<file path="config.mk">
export PLATFORM = sky130hd
export DESIGN_NAME = mem_port_arbiter_flat
export DESIGN_NICKNAME = d
export VERILOG_FILES = /design/src/rtl/mem_port_arbiter_if.sv /design/src/rtl/mem_port_arbiter.sv /design/src/flat_wrapper.sv
export SDC_FILE = /design/constraint.sdc
export NUM_CORES = 1
export LEC_CHECK = 0
export BUFFER_PORTS_ARGS = -buffer_cell sky130_fd_sc_hd__buf_2
export CORE_AREA = 5 5 103 105
export CTS_CLUSTER_SIZE = 30
export DETAILED_ROUTE_END_ITERATION = 16
export DIE_AREA = 0 0 108 110
export GPL_TIMING_DRIVEN = 1
export HOLD_SLACK_MARGIN = 0.06
export PLACE_DENSITY = 0.79
export SKIP_CTS_REPAIR_TIMING = 1
export SLEW_MARGIN = 10
export SYNTH_ARGS = -nofsm -noshare
export SYNTH_HDL_FRONTEND = slang
export SYNTH_SLANG_ARGS = --single-unit
</file>
<file path="constraint.sdc">
create_clock -name clk_i -period 2.9 [get_ports clk_i]
set_clock_uncertainty 0.2 [all_clocks]
set_input_delay 0.58 -clock clk_i [delete_from_list [all_inputs] [get_ports clk_i]]
set_output_delay 0.58 -clock clk_i [all_outputs]
set_load 0.01 [all_outputs]
</file>
<file path="src/rtl/mem_port_arbiter_if.sv">
`default_nettype none
// ============================================================================
// Module      : mem_port_arbiter_if
// Description : Bus bundle shared by the fetch requester, the data requester,
//               the arbiter and the backing memory port.
//               slave  - the arbiter's view (accepts requests, issues memory)
//               master - the environment's view (requesters + memory model)
// Ports       : if_*  fetch request/response
//               d_*   data (load/store) request/response
//               mem_* unified memory port
// Revision    : 1.0 - initial release
// ============================================================================
interface mem_port_arbiter_if #(
    parameter int DATAW = 32,
    parameter int ADDRW = 32
);
    // Fetch path
    logic             if_req;
    logic [ADDRW-1:0] if_addr;
    logic             if_gnt;
    logic             if_rvalid;
    logic [DATAW-1:0] if_rdata;
    // Data path
    logic             d_req;
    logic             d_we;
    logic [1:0]       d_size;
    logic [ADDRW-1:0] d_addr;
    logic [DATAW-1:0] d_wdata;
    logic             d_gnt;
    logic             d_rvalid;
    logic [DATAW-1:0] d_rdata;
    // Memory port
    logic             mem_req;
    logic             mem_we;
    logic [1:0]       mem_size;
    logic [ADDRW-1:0] mem_addr;
    logic [DATAW-1:0] mem_wdata;
    logic             mem_rvalid;
    logic [DATAW-1:0] mem_rdata;

    modport slave (
        input  if_req, if_addr,
        input  d_req, d_we, d_size, d_addr, d_wdata,
        input  mem_rvalid, mem_rdata,
        output if_gnt, if_rvalid, if_rdata,
        output d_gnt, d_rvalid, d_rdata,
        output mem_req, mem_we, mem_size, mem_addr, mem_wdata
    );

    modport master (
        output if_req, if_addr,
        output d_req, d_we, d_size, d_addr, d_wdata,
        output mem_rvalid, mem_rdata,
        input  if_gnt, if_rvalid, if_rdata,
        input  d_gnt, d_rvalid, d_rdata,
        input  mem_req, mem_we, mem_size, mem_addr, mem_wdata
    );
endinterface
`default_nettype wire

</file>
<file path="src/rtl/mem_port_arbiter.sv">
`default_nettype none
// ============================================================================
// Module      : mem_port_arbiter
// Description : Shares one memory port between instruction fetch and data
//               load/store. One transaction outstanding at a time; data has
//               priority, but fetch is forced through after STARVE_MAX
//               consecutive data grants that left a fetch waiting.
// Ports       : clk_i          rising-edge clock
//               rst_i          synchronous active-high reset
//               bus            mem_port_arbiter_if.slave request/memory bundle
//               busy_o         a memory access is outstanding
//               err_spurious_o sticky: memory response with nothing pending
// Revision    : 1.0 - initial release
// ============================================================================
module mem_port_arbiter #(
    parameter int DATAW      = 32,
    parameter int ADDRW      = 32,
    parameter int STARVE_MAX = 4
) (
    input  logic                  clk_i,
    input  logic                  rst_i,
    mem_port_arbiter_if.slave     bus,
    output logic                  busy_o,
    output logic                  err_spurious_o
);

    localparam logic [3:0] STARVE_LIM = 4'(STARVE_MAX);
    localparam logic [1:0] SIZE_WORD  = 2'b10;

    typedef enum logic [1:0] {
        IDLE   = 2'd0,
        WAIT_I = 2'd1,
        WAIT_D = 2'd2
    } state_t;

    state_t           state_q, state_d;
    logic [3:0]       starve_q, starve_d;
    logic             store_q;          // outstanding data access is a store
    logic             if_rvalid_q, d_rvalid_q;
    logic [DATAW-1:0] if_rdata_q, d_rdata_q;
    logic             err_q;

    logic             grant_if, grant_d;
    logic             mem_req_c, mem_we_c;
    logic [1:0]       mem_size_c;
    logic [ADDRW-1:0] mem_addr_c;
    logic [DATAW-1:0] mem_wdata_c;

    // ------------------------------------------------------------------
    // Arbitration, memory issue and next state
    // ------------------------------------------------------------------
    always_comb begin
        state_d     = state_q;
        grant_if    = 1'b0;
        grant_d     = 1'b0;
        mem_req_c   = 1'b0;
        mem_we_c    = 1'b0;
        mem_size_c  = 2'b00;
        mem_addr_c  = '0;
        mem_wdata_c = '0;

        case (state_q)
            IDLE: begin
                // Data wins a tie unless fetch has already waited out its quota
                if (bus.if_req && (!bus.d_req || starve_q == STARVE_LIM)) begin
                    grant_if = 1'b1;
                end else if (bus.d_req) begin
                    grant_d = 1'b1;
                end

                if (grant_if) begin
                    state_d    = WAIT_I;
                    mem_req_c  = 1'b1;
                    mem_size_c = SIZE_WORD;
                    mem_addr_c = bus.if_addr;
                end else if (grant_d) begin
                    state_d     = WAIT_D;
                    mem_req_c   = 1'b1;
                    mem_we_c    = bus.d_we;
                    mem_size_c  = bus.d_size;
                    mem_addr_c  = bus.d_addr;
                    mem_wdata_c = bus.d_wdata;
                end
            end
            WAIT_I, WAIT_D: begin
                if (bus.mem_rvalid) begin
                    state_d = IDLE;
                end
            end
            default: state_d = IDLE;
        endcase
    end

    // ------------------------------------------------------------------
    // Starvation counter: counts data grants that overtook a waiting fetch
    // ------------------------------------------------------------------
    always_comb begin
        starve_d = starve_q;
        if (grant_if) begin
            starve_d = '0;
        end else if (state_q == IDLE && !bus.if_req) begin
            starve_d = '0;
        end else if (grant_d && bus.if_req && starve_q < STARVE_LIM) begin
            starve_d = starve_q + 4'd1;
        end
    end

    // ------------------------------------------------------------------
    // State and response registers
    // ------------------------------------------------------------------
    always_ff @(posedge clk_i) begin
        if (rst_i) begin
            state_q     <= IDLE;
            starve_q    <= '0;
            store_q     <= 1'b0;
            if_rvalid_q <= 1'b0;
            d_rvalid_q  <= 1'b0;
            if_rdata_q  <= '0;
            d_rdata_q   <= '0;
            err_q       <= 1'b0;
        end else begin
            state_q     <= state_d;
            starve_q    <= starve_d;
            if_rvalid_q <= (state_q == WAIT_I) && bus.mem_rvalid;
            d_rvalid_q  <= (state_q == WAIT_D) && bus.mem_rvalid;

            if (grant_d) begin
                store_q <= bus.d_we;
            end
            if (state_q == WAIT_I && bus.mem_rvalid) begin
                if_rdata_q <= bus.mem_rdata;
            end
            // Stores complete with zero data so the core never sees stale bus data
            if (state_q == WAIT_D && bus.mem_rvalid) begin
                d_rdata_q <= store_q ? '0 : bus.mem_rdata;
            end
            // A response with nothing outstanding (incl. one abandoned by reset)
            if (state_q == IDLE && bus.mem_rvalid) begin
                err_q <= 1'b1;
            end
        end
    end

    // ------------------------------------------------------------------
    // Outputs
    // ------------------------------------------------------------------
    assign bus.if_gnt    = grant_if;
    assign bus.d_gnt     = grant_d;
    assign bus.if_rvalid = if_rvalid_q;
    assign bus.if_rdata  = if_rdata_q;
    assign bus.d_rvalid  = d_rvalid_q;
    assign bus.d_rdata   = d_rdata_q;
    assign bus.mem_req   = mem_req_c;
    assign bus.mem_we    = mem_we_c;
    assign bus.mem_size  = mem_size_c;
    assign bus.mem_addr  = mem_addr_c;
    assign bus.mem_wdata = mem_wdata_c;
    assign busy_o         = (state_q != IDLE);
    assign err_spurious_o = err_q;

endmodule
`default_nettype wire

</file>
<file path="src/flat_wrapper.sv">
// flat-port wrapper written by rule: the top's interface ports become plain ports
module mem_port_arbiter_flat 
#(
    parameter int DATAW      = 32,
    parameter int ADDRW      = 32,
    parameter int STARVE_MAX = 4
)
  (clk_i, rst_i, busy_o, err_spurious_o, bus_if_req, bus_if_addr, bus_d_req, bus_d_we, bus_d_size, bus_d_addr, bus_d_wdata, bus_mem_rvalid, bus_mem_rdata, bus_if_gnt, bus_if_rvalid, bus_if_rdata, bus_d_gnt, bus_d_rvalid, bus_d_rdata, bus_mem_req, bus_mem_we, bus_mem_size, bus_mem_addr, bus_mem_wdata);
  mem_port_arbiter_if #(.DATAW(DATAW), .ADDRW(ADDRW)) bus_i ();
  input  logic clk_i;
  input  logic rst_i;
  output logic busy_o;
  output logic err_spurious_o;
  input wire logic [$bits(bus_i.if_req)-1:0] bus_if_req;
  input wire logic [$bits(bus_i.if_addr)-1:0] bus_if_addr;
  input wire logic [$bits(bus_i.d_req)-1:0] bus_d_req;
  input wire logic [$bits(bus_i.d_we)-1:0] bus_d_we;
  input wire logic [$bits(bus_i.d_size)-1:0] bus_d_size;
  input wire logic [$bits(bus_i.d_addr)-1:0] bus_d_addr;
  input wire logic [$bits(bus_i.d_wdata)-1:0] bus_d_wdata;
  input wire logic [$bits(bus_i.mem_rvalid)-1:0] bus_mem_rvalid;
  input wire logic [$bits(bus_i.mem_rdata)-1:0] bus_mem_rdata;
  output wire logic [$bits(bus_i.if_gnt)-1:0] bus_if_gnt;
  output wire logic [$bits(bus_i.if_rvalid)-1:0] bus_if_rvalid;
  output wire logic [$bits(bus_i.if_rdata)-1:0] bus_if_rdata;
  output wire logic [$bits(bus_i.d_gnt)-1:0] bus_d_gnt;
  output wire logic [$bits(bus_i.d_rvalid)-1:0] bus_d_rvalid;
  output wire logic [$bits(bus_i.d_rdata)-1:0] bus_d_rdata;
  output wire logic [$bits(bus_i.mem_req)-1:0] bus_mem_req;
  output wire logic [$bits(bus_i.mem_we)-1:0] bus_mem_we;
  output wire logic [$bits(bus_i.mem_size)-1:0] bus_mem_size;
  output wire logic [$bits(bus_i.mem_addr)-1:0] bus_mem_addr;
  output wire logic [$bits(bus_i.mem_wdata)-1:0] bus_mem_wdata;
  assign bus_i.if_req = bus_if_req;
  assign bus_i.if_addr = bus_if_addr;
  assign bus_i.d_req = bus_d_req;
  assign bus_i.d_we = bus_d_we;
  assign bus_i.d_size = bus_d_size;
  assign bus_i.d_addr = bus_d_addr;
  assign bus_i.d_wdata = bus_d_wdata;
  assign bus_i.mem_rvalid = bus_mem_rvalid;
  assign bus_i.mem_rdata = bus_mem_rdata;
  assign bus_if_gnt = bus_i.if_gnt;
  assign bus_if_rvalid = bus_i.if_rvalid;
  assign bus_if_rdata = bus_i.if_rdata;
  assign bus_d_gnt = bus_i.d_gnt;
  assign bus_d_rvalid = bus_i.d_rvalid;
  assign bus_d_rdata = bus_i.d_rdata;
  assign bus_mem_req = bus_i.mem_req;
  assign bus_mem_we = bus_i.mem_we;
  assign bus_mem_size = bus_i.mem_size;
  assign bus_mem_addr = bus_i.mem_addr;
  assign bus_mem_wdata = bus_i.mem_wdata;
  mem_port_arbiter #(.DATAW(DATAW), .ADDRW(ADDRW), .STARVE_MAX(STARVE_MAX)) u_core (.clk_i(clk_i), .rst_i(rst_i), .bus(bus_i), .busy_o(busy_o), .err_spurious_o(err_spurious_o));
endmodule
</file>
==> summary.md <==
| Metric | Value |
|---|---|
| Clk pwr share | about a third |
| Net count after synthesis | a little under 500 |
| Fraction of final layout cells with drive strength greater than 1 | between 50% and 60% |
| Max Cap Viol | 0 |
| Via Count | between 3000 and 4000 |
| Delay of the slowest cell on the worst path | ~0.32 ns |
| Proportion of total power due to net switching | a little over a quarter |
| Utilization after layout | around 50% |
| Layout filler cell count | 914 |
| Hold wc startpoint | u_core.bus.if_rdata[30] |
| Sum of buffers and inverters on the critical path | 3 |
| Setup repair after global routing missed its margin | no |
| Unique masters post-synth | 33 |
| Critical register-to-register path startpoint | u_core.state_q[1] |
| Antenna violations before repair | 1 |
| FF/Latch Area | between 1000 and 1500 um^2 |
| Post-synthesis area per instance | roughly 9.3 um^2 |
| DRC violation count after routing | 0 |
| Final count of hold timing violations | 0 |
| Final Max Slew Viols | 0 |
| TritonCTS clock tree | built |
| Vias in the first global route | 3679 |
| Final critical path time including I/O delays and setup | roughly 2.8 ns |
| Actual transition at the worst max-transition pin | around 0.5 ns |
| Drt pass-1 iters | 4 |
| Internal power | 1.80 mW |
| Sequential Power Share | 43.0% |
| Setup Viol. Count Final | 0 |
| Ordered cell list for the critical path | inv_1 > ha_1 > nand3b_1 > a21oi_4 > buf_6 > a22o_1 > buf_2 |
| Levels on crit path | 7 |
| Post-DP HPWL | about 11 mm |
| Number of storage elements in the synthesis netlist | between 70 and 80 |
| Kind of capture point of the worst setup path | output pin |
| Die outline width | around 110 um |
| Flop-to-flop setup slack | approximately 1.1 ns |
| Maximum number of pins on one net before global-route repair | slightly above 40 |
| Synthesis-to-layout area growth | 50.5% |
| Final net count | 757 |
| Initial core utilization | ~34% |
| Required time at the worst-slack endpoint | 2.12 ns |
| Core footprint | 9550 um^2 |
| Wire length of the first global-routing pass | 20.0 mm |
| Leading cell type in the layout, fill and taps excluded | buf_2 |
| Cell family with most CP delay | buffers and inverters |
| Startpoint type of the worst setup path | flip-flop |
| Clock latency on the worst-skew pair | ~0.33 ns |
| Clock root buffer | clkbuf_8 |
| Clock-pin slew reported for the worst setup and hold paths after clock tree synthesis | approximately 0.07 ns |
| Static leakage | between 2 and 3 nW |
| Worst-path fanout max | 33 |
| Number of port buffers | between 200 and 300 |
| Height of the chip | 110 um |
| Count of yosys warnings during synthesis | 0 |
| Floorplan die area | ~12000 um^2 |
| Cells after synthesis | ~350 |
| Cell area after synthesis | about 3300 um^2 |
| Worst setup path category | flip-flop to output pin |
| Total power per unit cell area | about 500 nW/um^2 |
| Register area share after synthesis | between 40% and 50% |
| Cells taking the most area after synthesis | dfxtp_1, a22o_1, nand2_1 |
| Number of rows created at floorplan | 36 |
| Final-layout setup total negative slack | 0 ns |
| Rel. slew slack | about 66% |
| Num CTS Buffers | 9 |
| Most area-hungry cell type in the Yosys netlist | dfxtp_1 |
| Final WL | around 14 mm |
| Highest clock frequency the design can meet | approximately 360 MHz |
| Class of the tightest hold or removal check | flip-flop to flip-flop |
| Number of buffers between clock root and the deepest sink | 2 |
| H-tree levels | 3 |
| Arrival @ worst endpoint | between 1.5 and 2 ns |
| Detail Route Antenna Nets | 0 |
| Average routed wire per standard cell | approximately 18 um |
| Cell depth of the worst flop-to-flop path | 6 |
| DRC marker count from the first detailed-route iteration | roughly 240 |
| Combinational power share | between 20% and 30% |
| Worst VDD drop | about 0.42 mV |
| CP max stage cell | dfxtp_1 |
| Beginning of the critical path | u_core.starve_q[0] |
| Area share of the largest cell type after synthesis | a little under half |
| I/O pin count | around 270 |
| Switching component of the power | between 0.6 and 0.7 mW |
| GRT Resource Usage Total | between 20% and 30% |
| Grt total ovfl | 0 |
| Final weighted congestion of routability-driven global placement | 0.959 |
| CTS sink count | 74 |
| Critical path destination | bus_mem_addr[8] |
| Total area of multi-input combinational cells | 1570 um^2 |
| Share of the cycle needed by the critical path after routing | between 90% and 100% |
| Commonest non-fill, non-tap cells in the layout | buf_2, dfxtp_1, nand2_1 |
| Endpoint of the most critical register-to-register path | u_core.bus.if_rdata[11] |
| Status | finished, final reports clean |
| Routed vias/inst | 4.91 |
[tightest hold or removal path: cells and delay by family (launching register included)]
family | cells | cell delay (ns)
simple gates | 1 | 0.05
flops | 1 | 0.31
compound gates | 1 | 0.05
[per-stage QoR]
stage | instance area [um^2] | std cells | hold WS, ns | power, mW | setup slack, ns
final | 4920 | 755 | 0.252 | 2.48 | 0.135
after CTS | 4910 | 754 | 0.234 | 2.50 | 0.00110
after floorplan | 3270 | 352 | 0.229 | 1.39 | 0.738
after detailed placement | 4700 | 738 | 0.243 | 1.65 | 0.388
after global placement | 4700 | 738 | 0.239 | 1.64 | 0.431
after global routing | 4920 | 755 | 0.235 | 2.60 | 0.0440
[synthesized netlist by cell type, drive strengths merged]
cell type   n
o41ai       1
o21ai       3
mux2i       1
nand4b      1
nor3        1
a21oi      40
ha          5
nand3       2
buf        22
clkbuf      6
and2       35
nand3b      1
nor2        9
or3         1
and4b       2
a41oi       1
nor2b       1
nor3b       1
a21bo       1
dfxtp      74
nand2      71
o211ai      1
a22o       64
inv         8
[cells by family after synthesis]
family,Yosys count,share of synthesized area (%)
buffers and inverters,36,6.96
flip-flops,74,45.3
adder cells (fa/ha/maj),5,1.91
multiplexers,1,0.306
AND/OR/NAND/NOR,125,20.2
AO/OA/AOI/OAI,111,25.4
[worst min-delay path by stage]
stage	endpoint	slack [ns]	cells past startpoint
after floorplan	u_core.starve_q[3]	0.23	2
after global placement	u_core.bus.if_rdata[2]	0.24	2
after detailed placement	u_core.bus.if_rdata[30]	0.24	2
after CTS	u_core.bus.d_rdata[23]	0.23	2
after global routing	u_core.bus.d_rdata[25]	0.23	2
final	u_core.bus.if_rdata[30]	0.25	2
[flip-flops by register name, indices dropped and copies added, names as in the netlist]
register and cells:
u_core.bus.d_rdata 32, u_core.bus.d_rvalid 1, u_core.bus.if_rdata 32, u_core.bus.if_rvalid 1, u_core.err_spurious_o 1, u_core.starve_q 4, u_core.state_q 2, u_core.store_q 1
[power by group through the flow]
stage | clock, mW | sequential [mW] | combinational (mW)
CTS | 0.870 | 1.07 | 0.567
global placement | 0 | 1.09 | 0.556
finish | 0.848 | 1.07 | 0.566
detailed placement | 0 | 1.09 | 0.563
global route | 0.919 | 1.07 | 0.609
floorplan | 0 | 1.10 | 0.287
[area by class of cell]
type / count / area share [%]
diodes: 1 / 0.0509
clock buffers: 12 / 2.75
clock inverters: 4 / 1.55
inverters: 8 / 0.610
multi-input cells: 242 / 32.0
flip-flops and latches: 74 / 30.1
well taps: 133 / 3.38
repair buffers: 281 / 29.6
[per-layer routing]
layer | vias up | track usage [%] | part of all wire [%]
li1 | 1752 | - | -
met1 | 1720 | 23.7 | 37
met2 | 204 | 37.9 | 49
met3 | 30 | 8.15 | 11
met4 | 0 | 11.0 | 3.5
met5 | - | 0 | 0
(Power assumes the default switching activity.)
